$ cat config.mk
export PLATFORM = sky130hd
export DESIGN_NAME = tdm_demux_1ton
export DESIGN_NICKNAME = d
export VERILOG_FILES = /design/src/rtl/tdm_pkg.sv /design/src/rtl/mod_n_counter.sv /design/src/rtl/tdm_demux_1ton.sv
export SDC_FILE = /design/constraint.sdc
export NUM_CORES = 1
export LEC_CHECK = 0
export BUFFER_PORTS_ARGS = -buffer_cell sky130_fd_sc_hd__buf_2
export CELL_PAD_IN_SITES_DETAIL_PLACEMENT = 2
export CELL_PAD_IN_SITES_GLOBAL_PLACEMENT = 2
export CORE_MARGIN = 5
export CORE_UTILIZATION = 28
export DETAILED_ROUTE_END_ITERATION = 8
export GPL_TIMING_DRIVEN = 1
export PLACE_DENSITY = 0.75
export RECOVER_POWER = 50
export SLEW_MARGIN = 40
export SYNTH_ARGS = -nofsm -noshare
export SYNTH_HDL_FRONTEND = slang
export SYNTH_SLANG_ARGS = --single-unit
$ cat constraint.sdc
create_clock -name clk -period 1.2 [get_ports clk]
set_input_delay 0.12 -clock clk [delete_from_list [all_inputs] [get_ports clk]]
set_output_delay 0.12 -clock clk [all_outputs]
set_load 0.005 [all_outputs]
$ cat src/rtl/tdm_pkg.sv
// Shared TDM definitions for the demultiplexer and the future serializer side.
//   tdmState_t : frame-alignment state (ST_IDLE = not aligned, ST_RUN = aligned)
//   TDM_MIN_N  : smallest legal channel count
package tdm_pkg;

    typedef enum logic {
        ST_IDLE = 1'b0,
        ST_RUN  = 1'b1
    } tdmState_t;

    localparam int unsigned TDM_MIN_N = 2;

endpackage

$ cat src/rtl/mod_n_counter.sv
// Modulo-n slot counter.
//   clk, reset : clock, asynchronous active-high reset
//   en         : advance the count this cycle
//   load0      : restart the frame at slot 0; together with en the slot-0
//                sample is consumed, so the count lands on 1
//   count      : current slot index, 0 .. n-1
//   wrap       : en while count == n-1 (last slot of the frame consumed)
module mod_n_counter #(
    parameter int unsigned n    = 4,
    parameter int unsigned logn = $clog2(n)
) (
    input  logic            clk,
    input  logic            reset,
    input  logic            en,
    input  logic            load0,
    output logic [logn-1:0] count,
    output logic            wrap
);

    localparam logic [logn-1:0] LAST = logn'(n - 1);

    assign wrap = en && (count == LAST);

    // Explicit wrap at n-1 keeps non-power-of-two n inside 0 .. n-1.
    always_ff @(posedge clk or posedge reset) begin
        if (reset) begin
            count <= '0;
        end else if (load0) begin
            count <= en ? logn'(1) : '0;
        end else if (en) begin
            count <= wrap ? '0 : count + 1'b1;
        end
    end

endmodule

$ cat src/rtl/tdm_demux_1ton.sv
// Time-division demultiplexer: spreads a serial sample stream over n slots
// and presents each completed frame as a registered n-bit word.
//   clk, reset : clock, asynchronous active-high reset
//   inDemux    : serial sample
//   inValid    : inDemux carries a sample this cycle
//   frameSync  : with inValid, this sample is slot 0 of a new frame
//   outDemux   : last completed frame, bit k = slot k sample
//   outValid   : one-cycle pulse when outDemux is updated
//   slot       : slot index the next valid sample will be written to
//   locked     : frame alignment acquired (stays high until reset)
//   frameErr   : one-cycle pulse when frameSync arrived mid-frame
module tdm_demux_1ton
    import tdm_pkg::*;
#(
    parameter int unsigned n    = 4,
    parameter int unsigned logn = $clog2(n)
) (
    input  logic            clk,
    input  logic            reset,
    input  logic            inDemux,
    input  logic            inValid,
    input  logic            frameSync,
    output logic [n-1:0]    outDemux,
    output logic            outValid,
    output logic [logn-1:0] slot,
    output logic            locked,
    output logic            frameErr
);

    tdmState_t      state;
    tdmState_t      nextState;
    logic [n-1:0]   shadow;
    logic [n-1:0]   shadowNext;
    logic           cntEn;
    logic           cntLoad0;
    logic           slotWrap;
    logic           frameDone;
    logic           syncErr;

    mod_n_counter #(
        .n    (n),
        .logn (logn)
    ) slotCounter (
        .clk   (clk),
        .reset (reset),
        .en    (cntEn),
        .load0 (cntLoad0),
        .count (slot),
        .wrap  (slotWrap)
    );

    always_ff @(posedge clk or posedge reset) begin
        if (reset) begin
            state <= ST_IDLE;
        end else begin
            state <= nextState;
        end
    end

    always_comb begin
        nextState  = state;
        cntEn      = 1'b0;
        cntLoad0   = 1'b0;
        shadowNext = shadow;
        frameDone  = 1'b0;
        syncErr    = 1'b0;
        case (state)
            ST_IDLE: begin
                if (inValid && frameSync) begin
                    nextState     = ST_RUN;
                    cntEn         = 1'b1;
                    cntLoad0      = 1'b1;
                    shadowNext[0] = inDemux;
                end
            end
            ST_RUN: begin
                if (inValid) begin
                    cntEn = 1'b1;
                    if (frameSync) begin
                        // Re-align: a partial frame is dropped silently except
                        // for the error pulse; stale shadow bits are always
                        // overwritten before the next completed frame.
                        cntLoad0      = 1'b1;
                        syncErr       = (slot != '0);
                        shadowNext[0] = inDemux;
                    end else begin
                        shadowNext[slot] = inDemux;
                        frameDone        = slotWrap;
                    end
                end
            end
            default: nextState = ST_IDLE;
        endcase
    end

    always_ff @(posedge clk or posedge reset) begin
        if (reset) begin
            shadow   <= '0;
            outDemux <= '0;
            outValid <= 1'b0;
            frameErr <= 1'b0;
        end else begin
            shadow   <= shadowNext;
            outValid <= frameDone;
            frameErr <= syncErr;
            if (frameDone) begin
                outDemux <= shadowNext;
            end
        end
    end

    assign locked = (state == ST_RUN);

endmodule
Word level (Yosys, flattened, before mapping):

Index checks and enable logic that the tools add are counted.

* word-level logic and storage cells: 42
* output and inout port bits: 9
* register bits after elaboration: 13

* $lt $le $gt $ge: 2
* bitwise gates (word level): 1
* reduce and logical (&&, ||, !) cells: 5
* add/subtract/negate cells: 1
* mux-type cells: 26
* equality and inequality tests: 1

Operator list (number)
* two-way mux 1 bit: 15
* two-way mux 2 bit: 3
* two-way mux 3 bit: 2
* one-hot mux 1 bit (2 select lines): 3
* bitwise mux 4 bit: 1
* two-way mux 4 bit: 1
* nonzero test 2 bit: 2
* logical AND 1 bit: 3
* < comparator 2 x 3 -> 1 bit, second input constant: 1
* adder 2 x 1 -> 2 bit, second input constant: 1
* demux 1 bit (select 2 bit): 1
* == test 2 bit, second input constant: 1
* >= comparator 2 x 1 -> 1 bit, second input constant: 1
* inverter 1 bit: 1

Logic depth before layout (Yosys ltp):

* depth after elaboration: 8
* gate-level depth with buffers: 5

By module:

A second synthesis with hierarchy kept.

* cells, all modules: 55
* area total of the unflattened synthesis: 625.6 um^2

Modules (own cells, without submodules)
* tdm_demux_1ton: times used 1, area an instance 514.2 um^2, cells each 44
* mod_n_counter: times used 1, area an instance 111.4 um^2, cells each 11

Worst setup path after synthesis:

Ideal clock, no wire load.

* kind: register to register
* start: reg slotCounter.count[0]
* end: reg outDemux[0]
* data arrival time: 1.186 ns
* data required time: 1.073 ns
* path buffers: 0
* stages on the path, launching flop included: 6
* setup slack: -0.113 ns
* library setup time: 0.127 ns
* path through: dfrtp_1 inv_1 ha_1 a21oi_1 o2bb2ai_1 mux2_1

* word-level cells in the longest chain between the ends: 8
* elaborated cells on any way between the ends: 14
* classes of those cells: order compare (2); eq/ne (1); mux (9); reduce/logical (2)

RTL lines
* start, declared: RTL line mod_n_counter.sv:16 `output logic [logn-1:0] count,`
* start signal, assigned: RTL line mod_n_counter.sv:29 `count <= en ? logn'(1) : '0;`
* start signal, assigned: RTL line mod_n_counter.sv:31 `count <= wrap ? '0 : count + 1'b1;`
* < comparator 2 x 3 -> 1 bit (implied by the code) or >= comparator 2 x 1 -> 1 bit (tied branches): RTL line tdm_demux_1ton.sv:87 `shadowNext[slot] = inDemux;`
* logical AND 1 bit (implied by the code): RTL line tdm_demux_1ton.sv:87
* two-way mux 1 bit (implied by the code): RTL line tdm_demux_1ton.sv:87
* demux 1 bit (select 2 bit) *: RTL line tdm_demux_1ton.sv:87
* bitwise mux 4 bit *: RTL line tdm_demux_1ton.sv:87
* two-way mux 1 bit *: RTL line tdm_demux_1ton.sv:79 `if (frameSync) begin`
* two-way mux 4 bit *: RTL line tdm_demux_1ton.sv:77 `if (inValid) begin`
* one-hot mux 1 bit (2 select lines) *: RTL line tdm_demux_1ton.sv:67 `case (state)`
* net shadowNext[0]: RTL line tdm_demux_1ton.sv:33 `logic [n-1:0] shadowNext;`
* end signal, assigned: RTL line tdm_demux_1ton.sv:107 `outDemux <= shadowNext;`
* end, declared: RTL line tdm_demux_1ton.sv:23 `output logic [n-1:0] outDemux,`

Mark *: on every way through the listed nets, which the timed path passes. The rest lies on a longest branch.
A chain may end at the register's enable or synchronous reset.

Worst setup path in the final report:

* start: reg slotCounter.count[1]
* end: reg outDemux[0]

The elaborated chain is that of the path after synthesis.

==> flow_summary.json <==
{
  "status": "finished with violations",
  "violations": "setup timing",
  "fmax_ghz": 0.7827,
  "place_area_um2": 748.2,
  "synthSimpleGateAreaFrac_pct": 14.95,
  "finalWirelength_mm": 1.695,
  "reg2reg_slack_ns": -0.08,
  "synth_xor_area_share_pct": 0,
  "synth_top_cell_area_share_pct": 52.75,
  "setup_slack_ns": -0.07766,
  "rsz0062_at_grt": "true",
  "worstPathArrival_ns": 1.45,
  "synth_edf_count": 0,
  "n_antenna_cell": 0,
  "rows": 16,
  "seq_area_um2": 304.0,
  "ios": 14,
  "first_pass_iters": 1,
  "max-vdd-ir-drop_mv": 0.7977,
  "async_reset_ff_share_pct": 100.0,
  "multi_input_area_um2": 336.6,
  "final_area_um2": 945.9,
  "antenna_left": 0,
  "drtIter0Drc": 0,
  "cts_tree": "done",
  "synthAdderAreaFrac_pct": 8.791,
  "cp_data_required_time_ns": 1.37,
  "fin_util_pct": 48.71,
  "syn_inst": 51,
  "gp_congestion": 0.6711,
  "min_from": "inDemux",
  "vias": 505,
  "grt_usage_pct": 13.00,
  "cts.sinks": 12,
  "drcViolationCount": 0,
  "critPathCaptureType": "register",
  "ys_types": 18,
  "worstReg2RegEnd": "outDemux[0]",
  "fin_crit_sh_pct": 106.5,
  "synth_common_cells": "12 x dfrtp_1, 11 x nand2_1, 4 x ha_1, 4 x o21ai_0",
  "clock_path_buffers": 2,
  "ys.flop_type": "dfrtp_1",
  "h-tree-depth": 1,
  "synth_compound_area_share_pct": 10.55,
  "clock_skew_ns": 0.001277,
  "clk_pin_slew_ns": 0.08,
  "synth_most_common_cell": "dfrtp_1",
  "power.density_nw_per_um2": 1537,
  "cp_max_fo": 4,
  "worst_pin_slew_ns": 0.4981,
  "fin_hold_ws_ns": 0.1180,
  "grt_first_pass_wirelength_mm": 2.663,
  "finalHoldViolations": 0,
  "rr_worst_depth": 5,
  "synth.area.top_cells": "dfrtp_1 53%, ha_1 8.8%, nand2_1 7.3%",
  "synth_top_family_by_area": "simple AND/OR/NAND/NOR gates",
  "min_to": "outDemux[3]",
  "die_x_um": 55.09,
  "setup_viol": 4,
  "root_buffer": "clkbuf_4",
  "pre_cts_ws_ns": -0.1489,
  "startpoint_type": "register",
  "viasPerCell": 4.509,
  "yosysTopAreaCell": "dfrtp_1",
  "gr-total-overflow": 0,
  "start_util_pct": 29.32,
  "synth_fp_nets": 60,
  "drv_cap": 0,
  "numCtsBuffers": 3,
  "p_leak_nw": 0.4686,
  "holdPathStages": 3,
  "syn_area_per_cell_um2": 11.16,
  "dp_hpwl_mm": 1.054,
  "grt_pass1_vias": 555,
  "critPathKind": "reg -> reg",
  "drive_above_1_share_pct": 67.06,
  "relSlewSlack_pct": 66.76,
  "n_fill_cell": 208,
  "setup_tns_ns": -0.1441,
  "die_h_um": 55.09,
  "r2r-start": "slotCounter.count[1]",
  "hp-class": "in -> reg",
  "wire_per_inst_um": 15.13,
  "syn_area_um2": 569.3,
  "antenna_found_initial": 0,
  "synthMuxAreaShare_pct": 9.451,
  "area_growth_pct": 66.15,
  "clkLatencyLatePin_ns": 0.28,
  "nets": 95,
  "grt_start_max_net_pins": 13,
  "die_area_um2": 3035,
  "ys_ff_latch": 12,
  "ys_seq_area_share_pct": 52.75,
  "core_um2": 1942,
  "yosys_warnings": 0,
  "slew_violations": 0,
  "place.port_buffers": 13,
  "final.min_clock_period_ns": 1.278
}
-- cells in the final DEF, fill, tap and decap left out --
master,count
a21boi_0,1
a21o_2,1
a21oi_4,1
a22o_2,1
and3b_1,1
buf_2,12
buf_4,14
buf_6,4
clkbuf_4,3
clkbuf_8,1
dfrtp_1,9
dfrtp_2,3
dlygate4sd3_1,1
ha_2,2
ha_4,2
inv_1,1
inv_2,3
mux2_4,3
mux2i_1,2
nand2_1,9
nand2_2,2
nand3_2,1
nand4b_4,1
nor3b_2,2
o21ai_0,2
o21ai_1,2
o2bb2ai_2,1
-- metrics by stage --
stage	std cells	power, mW
after detailed placement	99	0.9529
after global routing	112	1.559
after CTS	109	1.425
after global placement	99	0.9287
after floorplan	51	0.7639
final	112	1.454
-- logic make-up after synthesis --
kind of cell / count (synthesis)
AO/OA/AOI/OAI: 9
adder cells (fa/ha/maj): 4
buffers and inverters: 5
flip-flops: 12
multiplexers: 5
AND/OR/NAND/NOR: 16
-- how the worst max path moves through the flow --
stage                              start          end  slack, ns  cells after the start
floorplan           slotCounter.count[0]  outDemux[0]      -0.07                      5
global placement    slotCounter.count[0]  outDemux[0]      -0.13                      5
detailed placement  slotCounter.count[1]  outDemux[0]      -0.15                      5
CTS                 slotCounter.count[0]  outDemux[0]      -0.07                      5
global route        slotCounter.count[1]  outDemux[0]      -0.11                      5
finish              slotCounter.count[1]  outDemux[0]      -0.08                      5
-- flip-flops by register name, indices dropped and copies added (netlist names) --
register / count
outDemux: 4
slotCounter.count: 2
frameErr: 1
shadow: 3
outValid: 1
locked: 1
-- power breakdown --
group | total [mW] | switching [mW] | internal, mW | leakage, nW
sequential | 0.582 | 0.0670 | 0.515 | 0.146
combinational | 0.534 | 0.214 | 0.320 | 0.301
clock | 0.337 | 0.152 | 0.185 | 0.0210
-- critical path, cell delays in order (launching register included) --
cell and delay (ns):
dfrtp_2 0.45, inv_2 0.09, ha_4 0.17, nand3_2 0.07, o2bb2ai_2 0.14, mux2_4 0.25
-- what timing repair did --
item | in CTS | in global routing
endpoints found under the hold margin | 12 | 0
hold buffers | 1 | 0
setup endpoints to repair | 5 | 9
resized for setup | 16 | 10
pin swaps | 2 | 2
buffers inserted | 5 | 4
-- per-layer routing --
metal	global-route usage, %	up-vias	wire, um	part of all wire, %
met4	4.858	0	21	1.2
met5	0	-	0	0
met2	22.24	9	903	53
met1	16.12	255	736	43
met3	2.413	2	33	1.9
li1	-	239	-	-
-- area by class of cell --
type | instances | area share [%]
Clock buffer | 4 | 3.836
Inverter | 4 | 1.587
Multi-Input combinational cell | 34 | 35.58
Sequential cell | 12 | 32.14
Tap cell | 27 | 3.571
Timing Repair Buffer | 31 | 23.28
Note: power is estimated with default switching activity, not from simulation.
